--- src/rtl/dpll_pkg.sv ---
// Shared constants for the DPLL data separator: correction-mode encodings and
// the smallest bitcell period the loop will accept.
package dpll_pkg;

  localparam logic MODE_JERK = 1'b0;
  localparam logic MODE_PROP = 1'b1;

  localparam int unsigned MIN_PERIOD = 4;

endpackage

--- src/rtl/flux_edge_sync.sv ---
// Synchronises the asynchronous RDDATA flux line and turns each rising
// transition into a 1-clock EDGE pulse plus a 2-clock shaped pulse.
module flux_edge_sync #(
  parameter int unsigned SYNC_STAGES = 2
) (
  input  logic i_clk,
  input  logic i_rst_n,
  input  logic i_rddata,
  output logic o_edge,
  output logic o_shaped
);

  // Depths below two are not metastability-safe, so they are raised to two.
  localparam int unsigned SS = (SYNC_STAGES < 2) ? 2 : SYNC_STAGES;

  logic [SS-1:0] r_sync;
  logic          r_last;
  logic          r_edge;
  logic          r_shaped;
  logic          w_rise;

  assign w_rise = r_sync[SS-1] & ~r_last;

  always_ff @(posedge i_clk or negedge i_rst_n) begin
    if (!i_rst_n) begin
      r_sync   <= '0;
      r_last   <= 1'b0;
      r_edge   <= 1'b0;
      r_shaped <= 1'b0;
    end else begin
      r_sync   <= {r_sync[SS-2:0], i_rddata};
      r_last   <= r_sync[SS-1];
      r_edge   <= w_rise;
      r_shaped <= w_rise | r_edge;
    end
  end

  assign o_edge   = r_edge;
  assign o_shaped = r_shaped;

endmodule

--- src/rtl/dpll_data_separator.sv ---
// Digital-PLL floppy data separator: windows the synchronised flux edges into
// bitcells, with jerk or proportional phase correction and lock detection.
module dpll_data_separator
  import dpll_pkg::*;
#(
  parameter int unsigned CNT_WIDTH      = 8,
  parameter int unsigned SYNC_STAGES    = 2,
  parameter int unsigned DEFAULT_PERIOD = 32,
  parameter int unsigned GAIN_SHIFT     = 1,
  parameter int unsigned LOCK_TOL       = 2,
  parameter int unsigned LOCK_COUNT     = 16
) (
  input  logic                 MASTER_CLK,
  input  logic                 RESET_N,
  input  logic                 CLKEN,
  input  logic                 FD_RDDATA_IN,
  input  logic [CNT_WIDTH-1:0] PERIOD,
  input  logic                 MODE,
  output logic                 SHAPED_DATA,
  output logic                 DWIN,
  output logic                 BIT_STROBE,
  output logic                 RD_BIT,
  output logic                 LOCKED,
  output logic [CNT_WIDTH-1:0] PHASE_ERR
);

  localparam int unsigned CW = CNT_WIDTH;
  localparam int unsigned EW = CW + 1;
  localparam int unsigned XW = CW + 2;
  localparam int unsigned GS = (GAIN_SHIFT < 1) ? 1 : GAIN_SHIFT;
  localparam int unsigned LW = $clog2(LOCK_COUNT + 1);

  logic [CW-1:0] r_cnt;
  logic [CW-1:0] r_per;
  logic          r_pend;
  logic          r_flag;
  logic [LW-1:0] r_lock_cnt;
  logic          r_dwin;
  logic          r_strobe;
  logic          r_rd_bit;
  logic          r_locked;
  logic [CW-1:0] r_phase_err;

  logic                 w_edge;
  logic                 w_shaped;
  logic                 w_pend;
  logic                 w_wrap;
  logic                 w_in_tol;
  logic [CW-1:0]        w_half;
  logic [CW-1:0]        w_new_per;
  logic [CW-1:0]        w_prop_clamped;
  logic [CW-1:0]        w_cnt_nxt;
  logic signed [EW-1:0] w_err;
  logic [EW-1:0]        w_abs_err;
  logic signed [XW-1:0] w_cnt_x;
  logic signed [XW-1:0] w_err_x;
  logic signed [XW-1:0] w_corr;
  logic signed [XW-1:0] w_prop;
  logic signed [XW-1:0] w_prop_max;

  flux_edge_sync #(
    .SYNC_STAGES(SYNC_STAGES)
  ) u_sync (
    .i_clk   (MASTER_CLK),
    .i_rst_n (RESET_N),
    .i_rddata(FD_RDDATA_IN),
    .o_edge  (w_edge),
    .o_shaped(w_shaped)
  );

  // An edge arriving on a CLKEN cycle is consumed in that same cycle.
  assign w_pend    = r_pend | w_edge;
  assign w_half    = r_per >> 1;
  assign w_err     = $signed({1'b0, r_cnt}) - $signed({1'b0, w_half});
  assign w_abs_err = w_err[EW-1] ? EW'(-w_err) : EW'(w_err);
  assign w_in_tol  = (w_abs_err <= EW'(LOCK_TOL));
  assign w_new_per = (PERIOD < CW'(MIN_PERIOD)) ? CW'(MIN_PERIOD) : PERIOD;

  // >= rather than == so a jerk target beyond a freshly shortened period still wraps.
  assign w_wrap = (r_cnt >= (r_per - CW'(1)));

  assign w_cnt_x    = {2'b00, r_cnt};
  assign w_err_x    = {w_err[EW-1], w_err};
  assign w_corr     = w_err_x >>> GS;
  assign w_prop     = w_cnt_x + XW'(1) - w_corr;
  assign w_prop_max = {2'b00, r_per - CW'(1)};

  // Proportional target clamped into the current window.
  always_comb begin
    w_prop_clamped = w_prop[CW-1:0];
    if (w_prop < 0) begin
      w_prop_clamped = '0;
    end else if (w_prop > w_prop_max) begin
      w_prop_clamped = r_per - CW'(1);
    end
  end

  always_comb begin
    w_cnt_nxt = w_wrap ? '0 : (r_cnt + CW'(1));
    if (w_pend) begin
      w_cnt_nxt = (MODE == MODE_PROP) ? w_prop_clamped : (w_half + CW'(1));
    end
  end

  always_ff @(posedge MASTER_CLK or negedge RESET_N) begin
    if (!RESET_N) begin
      r_cnt       <= '0;
      r_per       <= CW'(DEFAULT_PERIOD);
      r_pend      <= 1'b0;
      r_flag      <= 1'b0;
      r_lock_cnt  <= '0;
      r_dwin      <= 1'b0;
      r_strobe    <= 1'b0;
      r_rd_bit    <= 1'b0;
      r_locked    <= 1'b0;
      r_phase_err <= '0;
    end else begin
      r_dwin   <= 1'b0;
      r_strobe <= 1'b0;
      if (CLKEN) begin
        r_cnt  <= w_cnt_nxt;
        r_dwin <= (r_cnt == w_half);
        r_pend <= 1'b0;
        // A boundary edge belongs to the closing window, not the next one.
        if (w_wrap) begin
          r_strobe <= 1'b1;
          r_rd_bit <= r_flag | w_pend;
          r_flag   <= 1'b0;
          r_per    <= w_new_per;
        end else if (w_pend) begin
          r_flag <= 1'b1;
        end
        if (w_pend) begin
          r_phase_err <= w_err[CW-1:0];
          if (w_in_tol) begin
            if (r_lock_cnt < LW'(LOCK_COUNT)) begin
              r_lock_cnt <= r_lock_cnt + LW'(1);
            end
            if (r_lock_cnt >= LW'(LOCK_COUNT - 1)) begin
              r_locked <= 1'b1;
            end
          end else begin
            r_lock_cnt <= '0;
            r_locked   <= 1'b0;
          end
        end
      end else begin
        r_pend <= w_pend;
      end
    end
  end

  assign SHAPED_DATA = w_shaped;
  assign DWIN        = r_dwin;
  assign BIT_STROBE  = r_strobe;
  assign RD_BIT      = r_rd_bit;
  assign LOCKED      = r_locked;
  assign PHASE_ERR   = r_phase_err;

endmodule
--- config.mk ---
export PLATFORM = sky130hd
export DESIGN_NAME = dpll_data_separator
export DESIGN_NICKNAME = d
export VERILOG_FILES = /design/src/rtl/dpll_pkg.sv /design/src/rtl/flux_edge_sync.sv /design/src/rtl/dpll_data_separator.sv
export SDC_FILE = /design/constraint.sdc
export NUM_CORES = 1
export LEC_CHECK = 0
export BUFFER_PORTS_ARGS = -buffer_cell sky130_fd_sc_hd__clkbuf_2
export CAP_MARGIN = 10
export CORE_AREA = 5 5 84 86
export DETAILED_ROUTE_END_ITERATION = 8
export DIE_AREA = 0 0 89 91
export PLACE_DENSITY_LB_ADDON = 0.3
export SLEW_MARGIN = 25
export SYNTH_ARGS = -nofsm -noshare
export SYNTH_HDL_FRONTEND = slang
export SYNTH_SLANG_ARGS = --single-unit
--- constraint.sdc ---
create_clock -name MASTER_CLK -period 5.9 [get_ports MASTER_CLK]
set_clock_uncertainty 0.2 [all_clocks]
set_input_delay 0.59 -clock MASTER_CLK [delete_from_list [all_inputs] [get_ports MASTER_CLK]]
set_output_delay 0.59 -clock MASTER_CLK [all_outputs]
set_load 0.02 [all_outputs]
# Word-level counts from Yosys, hierarchy flattened
# Index checks and enable logic that the tools add are counted.
# totals
inputBits	13
word_cells	60
reg_bits	40
# op_classes
bitwise	5
addsub	8
reduce_logical	6
n_eq_ne	3
n_mux	17
magnitude_cmp	7
# ops
op	n
8-bit 2-to-1 mux	6
10-bit by 9-bit greater-than comparator with 1-bit output	1
10-bit by 1-bit < comparator with 1-bit output, second input constant	1
5-bit 2-to-1 mux	2
10-bit by 8-bit subtractor with 10-bit output	1
8-bit by 1-bit adder with 9-bit output, second input constant	1
9-bit by 2-bit less-or-equal comparator with 1-bit output, second input constant	1
9-bit 2-to-1 mux	1
9-bit negator	1
8-bit by 7-bit subtractor with 9-bit output	1
7-bit by 1-bit adder with 8-bit output, second input constant	1
8-bit by 1-bit adder with 8-bit output, second input constant	1
8-bit by 7-bit equality test with 1-bit output	1
8-bit greater-or-equal comparator	1
8-bit by 3-bit < comparator with 1-bit output, second input constant	1
1-bit 2-to-1 mux	8
8-bit by 1-bit subtractor with 8-bit output, second input constant	1
2-bit AND reduction	3
3-bit AND reduction	2
5-bit by 1-bit adder with 5-bit output, second input constant	1
5-bit by 4-bit greater-or-equal comparator with 1-bit output, second input constant	1
5-bit < comparator, second input constant	1
2-bit by 1-bit inequality test with 1-bit output, second input constant	2
1-bit bitwise OR	3
3 further kinds	3

# Logic depth before layout (Yosys ltp)
# Gate-level depths: netlist (run 1).
# depth
word_depth	7
mapped_depth	24
depth_no_buf	22

# Hierarchy
# From an unflattened synthesis (run 1), not the netlist that was laid out.
# hier_totals
hier_cells	405
hier_area_um2	3489.6
# by_module_without_submodules
mod	area_each_um2	instances	cells_per_inst
dpll_data_separator	3344.5	1	398
flux_edge_sync	145.1	1	7

# Least setup slack after synthesis (run 1)
# OpenSTA, ideal clock, no wires.
# synth_path
kind	register to register
start	register r_per[3]
end	register r_cnt[0]
setup_ns	0.082
slack_ns	0.667
path_stages_with_launch	25
t_arrival_ns	4.950
path_cell_list	dfrtp_1 clkbuf_1 inv_1 ha_1 o211a_1 o31ai_1 and2_1 xnor2_1 inv_1 ha_1 a21o_1 or3_1 a31oi_1 nor3_1 xor2_1 ha_1 o21ai_0 nor2_1 a2bb2oi_1 nand2_1 a31oi_1 and2_1 buf_6 mux2_2 o22ai_1
# synth_via
elab_chain_cells	7
elab_cells_between_ends	11
cone_classes	3 x add/sub; 3 x order compare; 5 x mux
# synth_lines
item	line_no	text
start: declaration	dpll_data_separator.sv:34	logic [CW-1:0] r_per;
start signal: assignment	dpll_data_separator.sv:108	r_per <= CW'(DEFAULT_PERIOD);
start signal: assignment	dpll_data_separator.sv:129	r_per <= w_new_per;
8-bit by 7-bit subtractor with 9-bit output	dpll_data_separator.sv:74	assign w_err = $signed({1'b0, r_cnt}) - $signed({1'b0, w_half});
10-bit by 8-bit subtractor with 10-bit output	dpll_data_separator.sv:85	assign w_prop = w_cnt_x + XW'(1) - w_corr;
10-bit by 9-bit greater-than comparator with 1-bit output	dpll_data_separator.sv:93	end else if (w_prop > w_prop_max) begin
8-bit 2-to-1 mux	dpll_data_separator.sv:93	
8-bit 2-to-1 mux	dpll_data_separator.sv:91	if (w_prop < 0) begin
8-bit 2-to-1 mux	dpll_data_separator.sv:101	w_cnt_nxt = (MODE == MODE_PROP) ? w_prop_clamped : (w_half + CW'(1));
8-bit 2-to-1 mux (*)	dpll_data_separator.sv:100	if (w_pend) begin
end signal: assignment	dpll_data_separator.sv:121	r_cnt <= w_cnt_nxt;
end: declaration	dpll_data_separator.sv:33	logic [CW-1:0] r_cnt;
# Every way passes the cells marked *; elsewhere a longest branch is shown, timed or not.
# A chain may end at the register's enable or synchronous reset.

# Final worst setup path (run 1)
# layout_path
start	register r_per[2]
end	register r_cnt[0]
# Same word-level chain as after synthesis.

==> impl_metrics.ini, run 1 <==
[floorplanning]
die_w_um = 89
coreArea_um2 = 6205
die_h_um = 91
pin_count = 26
initial_core_util_pct = 58.16
rows = 29
die_area_um2 = 8099

[synthesis]
synth_edf_count = 0
ys_warn_count = 0
async_flop_share_pct = 100.0
synth_ff_type = dfrtp_1
synth.cell_area_um2 = 3608
synthCells = 424
ys_types = 67
synth-seq-area-share_pct = 27.77
synth_nets = 480
syn_area_per_cell_um2 = 8.511
ys_ff_latch = 40

[timing]
max_freq_mhz = 177.8
slew_viol_final = 0
worst_slack_ps = 277.1
hold_violations = 0
slew_headroom_pct = 39.71
min_period_over_period_pct = 95.30
timing.hold.ws_ps = 173.2
setup_violations = 0
worstMarginPinSlew_ps = 904.3
period_minus_slack_ps = 5623

[layout]
final_area_um2 = 3924
drive_gt1_share_pct = 12.61
finalNetCount = 499
final_util_pct = 63.24
fillers = 520
areaGrowthSynthToFinish_pct = 8.738
final_cell_mix = ha_1 (41), dfrtp_1 (39), nand2_1 (37)
multi_input_area_um2 = 2472
regArea_um2 = 1002
n_antenna_cell = 0
mostFrequentLayoutCell = ha_1

[detailed_routing]
drc = 0
vias_per_cell = 6.344
drt-initial-drc-count = 249
drt-total-wl_um = 9552
antenna_left = 0
post_drt_wl_per_cell_um = 18.33
vias = 3305
firstDrtPassIters = 5

[global_routing]
overflow = 0
antenna_found_initial = 0
grt_pass1_wl_um = 15170
grt_pass1_vias = 3102
track_usage_pct = 23.84
grt_max_degree = 41

[place]
port-buffer-count = 25
preCtsSetupSlack_ps = 203.0
place_congestion = 0.9616
place_area_um2 = 3772
dp_hpwl_um = 7283

[hold_path]
hp-start = u_sync.r_sync[0]
holdCritPathClass = reg2reg

[cts]
cts_buffer_depth = 2
cts_sinks = 40
cts_buffers = 5
postCtsSetupBuffers = 0
cts_root_buf = clkbuf_8
cts_tree = built
clk_latency_ps = 310
clkTransAtPathRegs_ps = 80
htreeDepth = 2

[critical_path]
crit_type = reg2reg
cp-start-kind = flop
crit_start = r_per[2]
worst_ep_required_time_ps = 5930
endpoint_kind = flop
r2r_start = r_per[2]
arrival_ps = 5650
cp_max_fo = 9

[flow_run]
drv_cap = 0

[outcome]
outcome = completed
## repair_timing
action                                  in CTS  in global routing
resized for setup                            0                  8
endpoints found under the setup margin       0                  8
hold buffers                                 0                  0
## path summary, 6_finish.rpt
path                               endpoint  slack (ps)  cells past startpoint
hold reg to reg            u_sync.r_sync[1]         170                      0
max in group asynchronous          r_cnt[1]        4730                      1
setup / recovery                   r_cnt[0]         280                     21
hold / removal             u_sync.r_sync[1]         170                      0
min in group asynchronous      PHASE_ERR[7]         200                      1
setup reg to reg                   r_cnt[0]         280                     21
## kinds of logic (layout without fill, tap and decap cells)
| group | Yosys count | count (layout) | synth area share (%) |
|---|---|---|---|
| AND/OR/NAND/NOR | 145 | 145 | 20.73 |
| flip-flops | 40 | 40 | 27.77 |
| buffers and inverters | 43 | 63 | 4.820 |
| XOR/XNOR | 27 | 27 | 6.935 |
| AO/OA/AOI/OAI | 123 | 123 | 23.54 |
| adder cells (fa/ha/maj) | 43 | 43 | 15.33 |
| multiplexers | 3 | 3 | 0.8669 |
## metrics by stage
step                cells  TNS, ps
floorplan             424        0
finish                521        0
global route          521   -223.8
global placement      513        0
detailed placement    513        0
CTS                   521        0
## metal layers
metal | part of all wire [%] | vias up | GRT usage (%)
met5 | 0 | - | 0
met4 | 2.9 | 0 | 9.181
met3 | 6.6 | 24 | 4.434
met2 | 47 | 130 | 36.94
met1 | 44 | 1561 | 32.75
li1 | - | 1590 | -
## cell usage after synthesis, drive strengths merged, types with 4 or more instances
master / number / area (µm²)
a21o: 8 / 60.06
a21oi: 23 / 115.1
a22oi: 4 / 30.03
a31oi: 10 / 75.07
a41oi: 5 / 43.79
and2: 5 / 33.78
and3: 9 / 56.30
buf: 5 / 31.28
clkbuf: 9 / 33.78
dfrtp: 39 / 975.9
ha: 41 / 513.0
inv: 29 / 108.9
nand2: 37 / 138.9
nand2b: 4 / 25.02
nand3: 27 / 140.1
nor2: 26 / 105.1
nor2b: 5 / 31.28
nor3: 10 / 50.05
nor3b: 4 / 30.03
o211ai: 4 / 30.03
o21ai: 33 / 168.9
o22ai: 5 / 31.28
o31ai: 8 / 60.06
or2: 4 / 25.03
xnor2: 18 / 157.7
xor2: 8 / 70.07
## registers in the layout, indices dropped and copies added, names as in the netlist
| name | cells |
|---|---|
| PHASE_ERR | 8 |
| r_cnt | 8 |
| r_per | 8 |
| r_lock_cnt | 5 |
| u_sync.r_sync | 2 |
| BIT_STROBE | 1 |
| DWIN | 1 |
| LOCKED | 1 |
| RD_BIT | 1 |
| r_flag | 1 |
| r_pend | 1 |
| u_sync.o_edge | 1 |
| u_sync.o_shaped | 1 |
| u_sync.r_last | 1 |
## final cells by class
class | instances | area share, %
multi-input cells | 341 | 63.01
flip-flops and latches | 40 | 25.54
repair buffers | 26 | 3.380
inverters | 29 | 2.774
well taps | 77 | 2.455
clock buffers | 5 | 1.754
clock inverters | 3 | 1.084
## worst max-delay path, stage by stage, from the launching register on
cell	delay, ps
dfrtp_1	460
inv_1	160
ha_1	320
nor2b_1	160
o31ai_2	320
and2_1	220
xnor2_1	150
inv_1	120
ha_1	330
a21o_1	230
or3_1	330
a31oi_1	160
nor3_1	90
xor2_1	160
ha_1	360
a2111oi_4	370
o221ai_2	200
a2111oi_4	380
a31oi_4	90
and2_2	280
mux2_2	290
o22ai_1	140
Power of run 1 is left out: the tool's default activity adds up to more than one toggle a clock period on the data nets, which glitch-free logic cannot reach.
==> run 2, diff against run 1 <==
--- a/config.mk
+++ b/config.mk
@@ -7,11 +7,12 @@
 export LEC_CHECK = 0
 export BUFFER_PORTS_ARGS = -buffer_cell sky130_fd_sc_hd__clkbuf_2
 export CAP_MARGIN = 10
-export CORE_AREA = 5 5 84 86
+export CORE_AREA = 5 5 83 85
 export DETAILED_ROUTE_END_ITERATION = 8
-export DIE_AREA = 0 0 89 91
+export DIE_AREA = 0 0 88 90
 export PLACE_DENSITY_LB_ADDON = 0.3
 export SLEW_MARGIN = 25
 export SYNTH_ARGS = -nofsm -noshare
 export SYNTH_HDL_FRONTEND = slang
+export SYNTH_HIERARCHICAL = 1
 export SYNTH_SLANG_ARGS = --single-unit
==> run 2 against run 1 <==
Worst setup slack better by 69 ps. Register-to-register slack better by 70 ps. Maximum frequency up 1.2%. Synthesized cell count decreased by 4.5%. First-iteration DRC count increased by 16%. Area after synthesis shrank 3.3%. Critical path depth rose by 2.
==> impl_metrics.ini, run 2 <==
[outcome]
outcome = completed

[floorplanning]
rows = 29
initial_core_util_pct = 56.91
coreArea_um2 = 6132
die_area_um2 = 7920
die_w_um = 88
die_h_um = 90
pin_count = 26

[synthesis]
synth_edf_count = 0
synthCells = 405
synth.cell_area_um2 = 3490
synth-seq-area-share_pct = 28.72
ys_types = 70
async_flop_share_pct = 100.0
synth_nets = 461
ys_warn_count = 6
syn_area_per_cell_um2 = 8.616
yosysMostFrequentCell = ha_1
yosys.area.top_type = dfrtp_1
synth_top_area_share_pct = 27.97
synth.area.top_cells = dfrtp_1 (28%), ha_1 (15%), o21ai_0 (4.7%), xnor2_1 (4.3%), nand3_1 (3.3%)
netlist_top_cells_count = ha_1 (41), dfrtp_1 (39), o21ai_0 (33), nand2_1 (30)
ys_ff_latch = 40
synth_ff_type = dfrtp_1

[timing]
hold_violations = 0
setup_violations = 0
fin_setup_tns_ps = 0
min_period_over_period_pct = 94.14
max_freq_mhz = 180.0
rsz0062_at_grt = no
worstMarginPinSlew_ps = 885.5
period_minus_slack_ps = 5554
slew_headroom_pct = 40.97
slew_viol_final = 0

[place]
dp_hpwl_um = 6853
port-buffer-count = 25
place_congestion = 0.9411

[critical_path]
crit_type = reg2reg
crit_chain = inv_1 -> ha_1 -> fa_1 -> nor2b_1 -> o21ai_1 -> a21boi_2 -> o32ai_1 -> or2_1 -> ha_2 -> nand2_1 -> nor2_1 -> a21oi_1 -> o311ai_1 -> xnor2_1 -> ha_1 -> a22o_1 -> nor4_1 -> a211oi_2 -> nor4b_2 -> a211o_2 -> nor2_1 -> o2111a_1 -> a2111o_1
cpMaxStageDelayCell = dfrtp_1
crit_family = compound AO/OA/AOI/OAI gates
arrival_ps = 5550
max_stage_delay_ps = 420
worst_ep_required_time_ps = 5890
crit_buf_inv = 1
cp-start-kind = flop
endpoint_kind = flop
cp_max_fo = 8

[cts]
cts_sinks = 40
clkTransAtPathRegs_ps = 90
cts_buffers = 5
postCtsHoldBufs = 0
cts_tree = built
cts_buffer_depth = 2
cts_root_buf = clkbuf_8
clk_latency_ps = 300
htreeDepth = 2

[detailed_routing]
drt-total-wl_um = 8898
drc = 0
post_drt_wl_per_cell_um = 17.58
vias_per_cell = 6.415
drt-initial-drc-count = 290
firstDrtPassIters = 5
vias = 3246
antenna_left = 0

[global_routing]
overflow = 0
antenna_found_initial = 0
grt_pass1_vias = 3123
grt_max_degree = 41
grt_pass1_wl_um = 14740
track_usage_pct = 23.05

[layout]
n_antenna_cell = 0
finalNetCount = 484
final_cell_mix = ha_1 (40), dfrtp_1 (39), o21ai_0 (33)
mostFrequentLayoutCell = ha_1
areaGrowthSynthToFinish_pct = 9.466
regArea_um2 = 1002
final_util_pct = 62.29
multi_input_area_um2 = 2389
fillers = 519
drive_gt1_share_pct = 14.69

[hold_path]
holdCritPathClass = reg2reg

[flow_run]
drv_cap = 0
## run 2: worst paths after layout
kind | from | end | slack (ps) | cells past startpoint
worst max register to register | r_cnt[0] | r_cnt[6] | 350 | 23
min in group asynchronous | RESET_N | r_cnt[6] | 210 | 1
worst min register to register | u_sync/r_sync[0] | u_sync/r_sync[1] | 160 | 0
max in group asynchronous | RESET_N | PHASE_ERR[3] | 4740 | 1
worst min-delay path | u_sync/r_sync[0] | u_sync/r_sync[1] | 160 | 0
worst max-delay path | r_cnt[0] | r_cnt[6] | 350 | 23
## run 2: kinds of logic after synthesis
| group | synth area share [%] |
|---|---|
| DFF | 28.72 |
| adders and majority gates | 15.85 |
| xor gates and xnor gates | 6.741 |
| AOI/OAI and AO/OA | 22.48 |
| muxes | 0.6812 |
| and+or+nand+nor | 21.51 |
| buffers and inverters | 4.016 |
## run 2: layout make-up
class | instances | area share, %
Timing Repair Buffer | 29 | 4.062
Clock inverter | 3 | 0.4913
Tap cell | 77 | 2.522
Clock buffer | 5 | 1.802
Sequential cell | 40 | 26.24
Inverter | 24 | 2.358
Multi-Input combinational cell | 328 | 62.53
## run 2: per-stage QoR
| step | setup slack, ps | cells | area (µm²) | hold slack (ps) |
|---|---|---|---|---|
| finish | 345.7 | 506 | 3820 | 164.6 |
| floorplan | 679.9 | 405 | 3490 | 94.41 |
| CTS | 182.2 | 505 | 3771 | 168.4 |
| global placement | 470.8 | 497 | 3684 | 132.0 |
| detailed placement | 213.7 | 497 | 3684 | 149.7 |
| global route | 8.066 | 506 | 3820 | 174.2 |
## run 2: layer usage
metal	vias up	track usage [%]	wire, µm
met4	0	7.289	225
met5	-	0	0
met1	1534	31.42	3827
met2	145	37.06	4207
met3	21	3.473	638
li1	1546	-	-
## run 2: timing repair
action,4_1_cts,5_1_grt
setup endpoints to repair,0,8
gates resized for setup,0,9
setup buffers,0,1
Power of run 2 is left out for the same reason.
==> run 3, diff against run 2 <==
--- a/config.mk
+++ b/config.mk
@@ -7,9 +7,9 @@
 export LEC_CHECK = 0
 export BUFFER_PORTS_ARGS = -buffer_cell sky130_fd_sc_hd__clkbuf_2
 export CAP_MARGIN = 10
-export CORE_AREA = 5 5 83 85
+export CORE_AREA = 5 5 86 88
 export DETAILED_ROUTE_END_ITERATION = 8
-export DIE_AREA = 0 0 88 90
+export DIE_AREA = 0 0 91 93
 export PLACE_DENSITY_LB_ADDON = 0.3
 export SLEW_MARGIN = 25
 export SYNTH_ARGS = -nofsm -noshare
==> run 3 against run 2 <==
Non-clock buffer count fell by 1. Flip-flop and latch count unchanged. Count of clock-buffer cells in the layout stayed put. Hold slack better by 13 ps. Critical path depth fell by 2. Global-route usage fell by 1.4 points. Routed wire length rose by 3.3%. Critical endpoint is now r_cnt[1].
==> impl_metrics.ini, run 3 (same netlist as run 2, synthesis figures left out) <==
[floorplanning]
rows = 30
pin_count = 26
die_w_um = 91
coreArea_um2 = 6569
die_h_um = 93
initial_core_util_pct = 53.12
die_area_um2 = 8463

[detailed_routing]
post_drt_wl_per_cell_um = 18.09
vias = 3213
vias_per_cell = 6.325
drc = 0
firstDrtPassIters = 5
antenna_left = 0
drt-total-wl_um = 9188
drt-initial-drc-count = 212

[critical_path]
endpoint_kind = flop
cp-start-kind = flop
arrival_ps = 5640
r2r_start = r_per[2]
worst_ep_required_time_ps = 5890
crit_type = reg2reg
crit_start = r_per[2]
cp_max_fo = 7

[layout]
regArea_um2 = 1003
final_area_um2 = 3836
areaGrowthSynthToFinish_pct = 9.932
drive_gt1_share_pct = 14.72
finalNetCount = 483
stdcell_count = 508
fillers = 579
n_antenna_cell = 0
final_cell_mix = ha_1 (40), dfrtp_1 (38), o21ai_0 (33)
mostFrequentLayoutCell = ha_1
multi_input_area_um2 = 2384

[timing]
min_period_over_period_pct = 95.80
slew_headroom_pct = 39.98
slew_viol_final = 0
setup_violations = 0
max_freq_mhz = 176.9
hold_violations = 0
period_minus_slack_ps = 5652
worstMarginPinSlew_ps = 900.3

[cts]
cts_tree = built
clkTransAtPathRegs_ps = 80
clk_latency_ps = 300
cts_buffers = 5
cts_root_buf = clkbuf_8
cts_buffer_depth = 2
htreeDepth = 2
cts_sinks = 40

[global_routing]
antenna_found_initial = 0
track_usage_pct = 21.62
grt_max_degree = 41
grt_pass1_wl_um = 15040
overflow = 0
grt_pass1_vias = 3041

[outcome]
outcome = completed

[place]
placed_cells = 499
place_congestion = 0.9747
dp_hpwl_um = 6969
port-buffer-count = 25
place_area_um2 = 3680

[hold_path]
hp-start = u_sync/r_sync[0]
holdCritPathClass = reg2reg

[flow_run]
drv_cap = 0
==> run 3: changes by cell type in the layout (fill, tap and decap cells not counted), sizes merged <==
| cell | before | now |
|---|---|---|
| clkinv | 3 | 1 |
| bufinv | 0 | 1 |
| clkinvlp | 0 | 1 |
| buf | 5 | 4 |
==> run 3: stage by stage <==
| stage | util [%] | setup TNS [ps] | setup slack, ps | hold slack [ps] |
|---|---|---|---|---|
| 2_1_floorplan | - | 0 | 679.9 | 94.41 |
| 6_report | 58.40 | 0 | 247.5 | 177.3 |
| 3_3_place_gp | 56.02 | 0 | 447.7 | 131.9 |
| 3_5_place_dp | 56.02 | 0 | 207.0 | 153.0 |
| 5_1_grt | 58.40 | -21.96 | -18.83 | 183.1 |
| 4_1_cts | 57.71 | 0 | 161.9 | 173.0 |
==> run 3: final timing paths <==
check | to | slack (ps) | cells past startpoint
max | r_cnt[1] | 250 | 21
min | u_sync/r_sync[1] | 180 | 0
min reg2reg | u_sync/r_sync[1] | 180 | 0
max in group asynchronous | r_per[3] | 4670 | 1
min in group asynchronous | PHASE_ERR[7] | 210 | 1
max reg2reg | r_cnt[1] | 250 | 21
==> run 3: timing repair <==
| action | CTS | global route |
|---|---|---|
| resized for setup | 0 | 9 |
| endpoints found under the setup margin | 0 | 7 |
| hold buffers | 0 | 0 |
| buffers inserted | 0 | 1 |
==> run 3: final cells by class <==
type / count / area share [%]
clock buffer: 5 / 1.794
inverter: 24 / 2.348
timing repair buffer: 28 / 3.849
tap: 80 / 2.609
multi-input combinational: 328 / 62.13
sequential: 40 / 26.16
clock inverter: 3 / 1.109
==> run 3: worst max-delay path, stage by stage (launching register included) <==
cell      delay (ps)
dfrtp_1          490
inv_1            210
ha_1             340
nand2b_1         120
nand2b_1          80
a21oi_1          190
xor2_1           410
ha_1             350
nor2b_1          150
o21ai_0          360
o311ai_1         180
xnor2_1          240
ha_1             300
a22o_1           250
nor4_1           240
a211oi_2         190
nor4b_2          380
buf_4            180
a211oi_2          50
nand2_1          170
o21ai_0          140
a211o_1          320
==> run 3: layer usage <==
metal | share of wire (%) | wire, µm | global-route usage, %
met2 | 46 | 4235 | 33.77
met1 | 43 | 3980 | 28.75
met5 | 0 | 0 | 0
met3 | 6.8 | 623 | 4.666
met4 | 3.8 | 349 | 9.535
Power of run 3 is left out for the same reason.
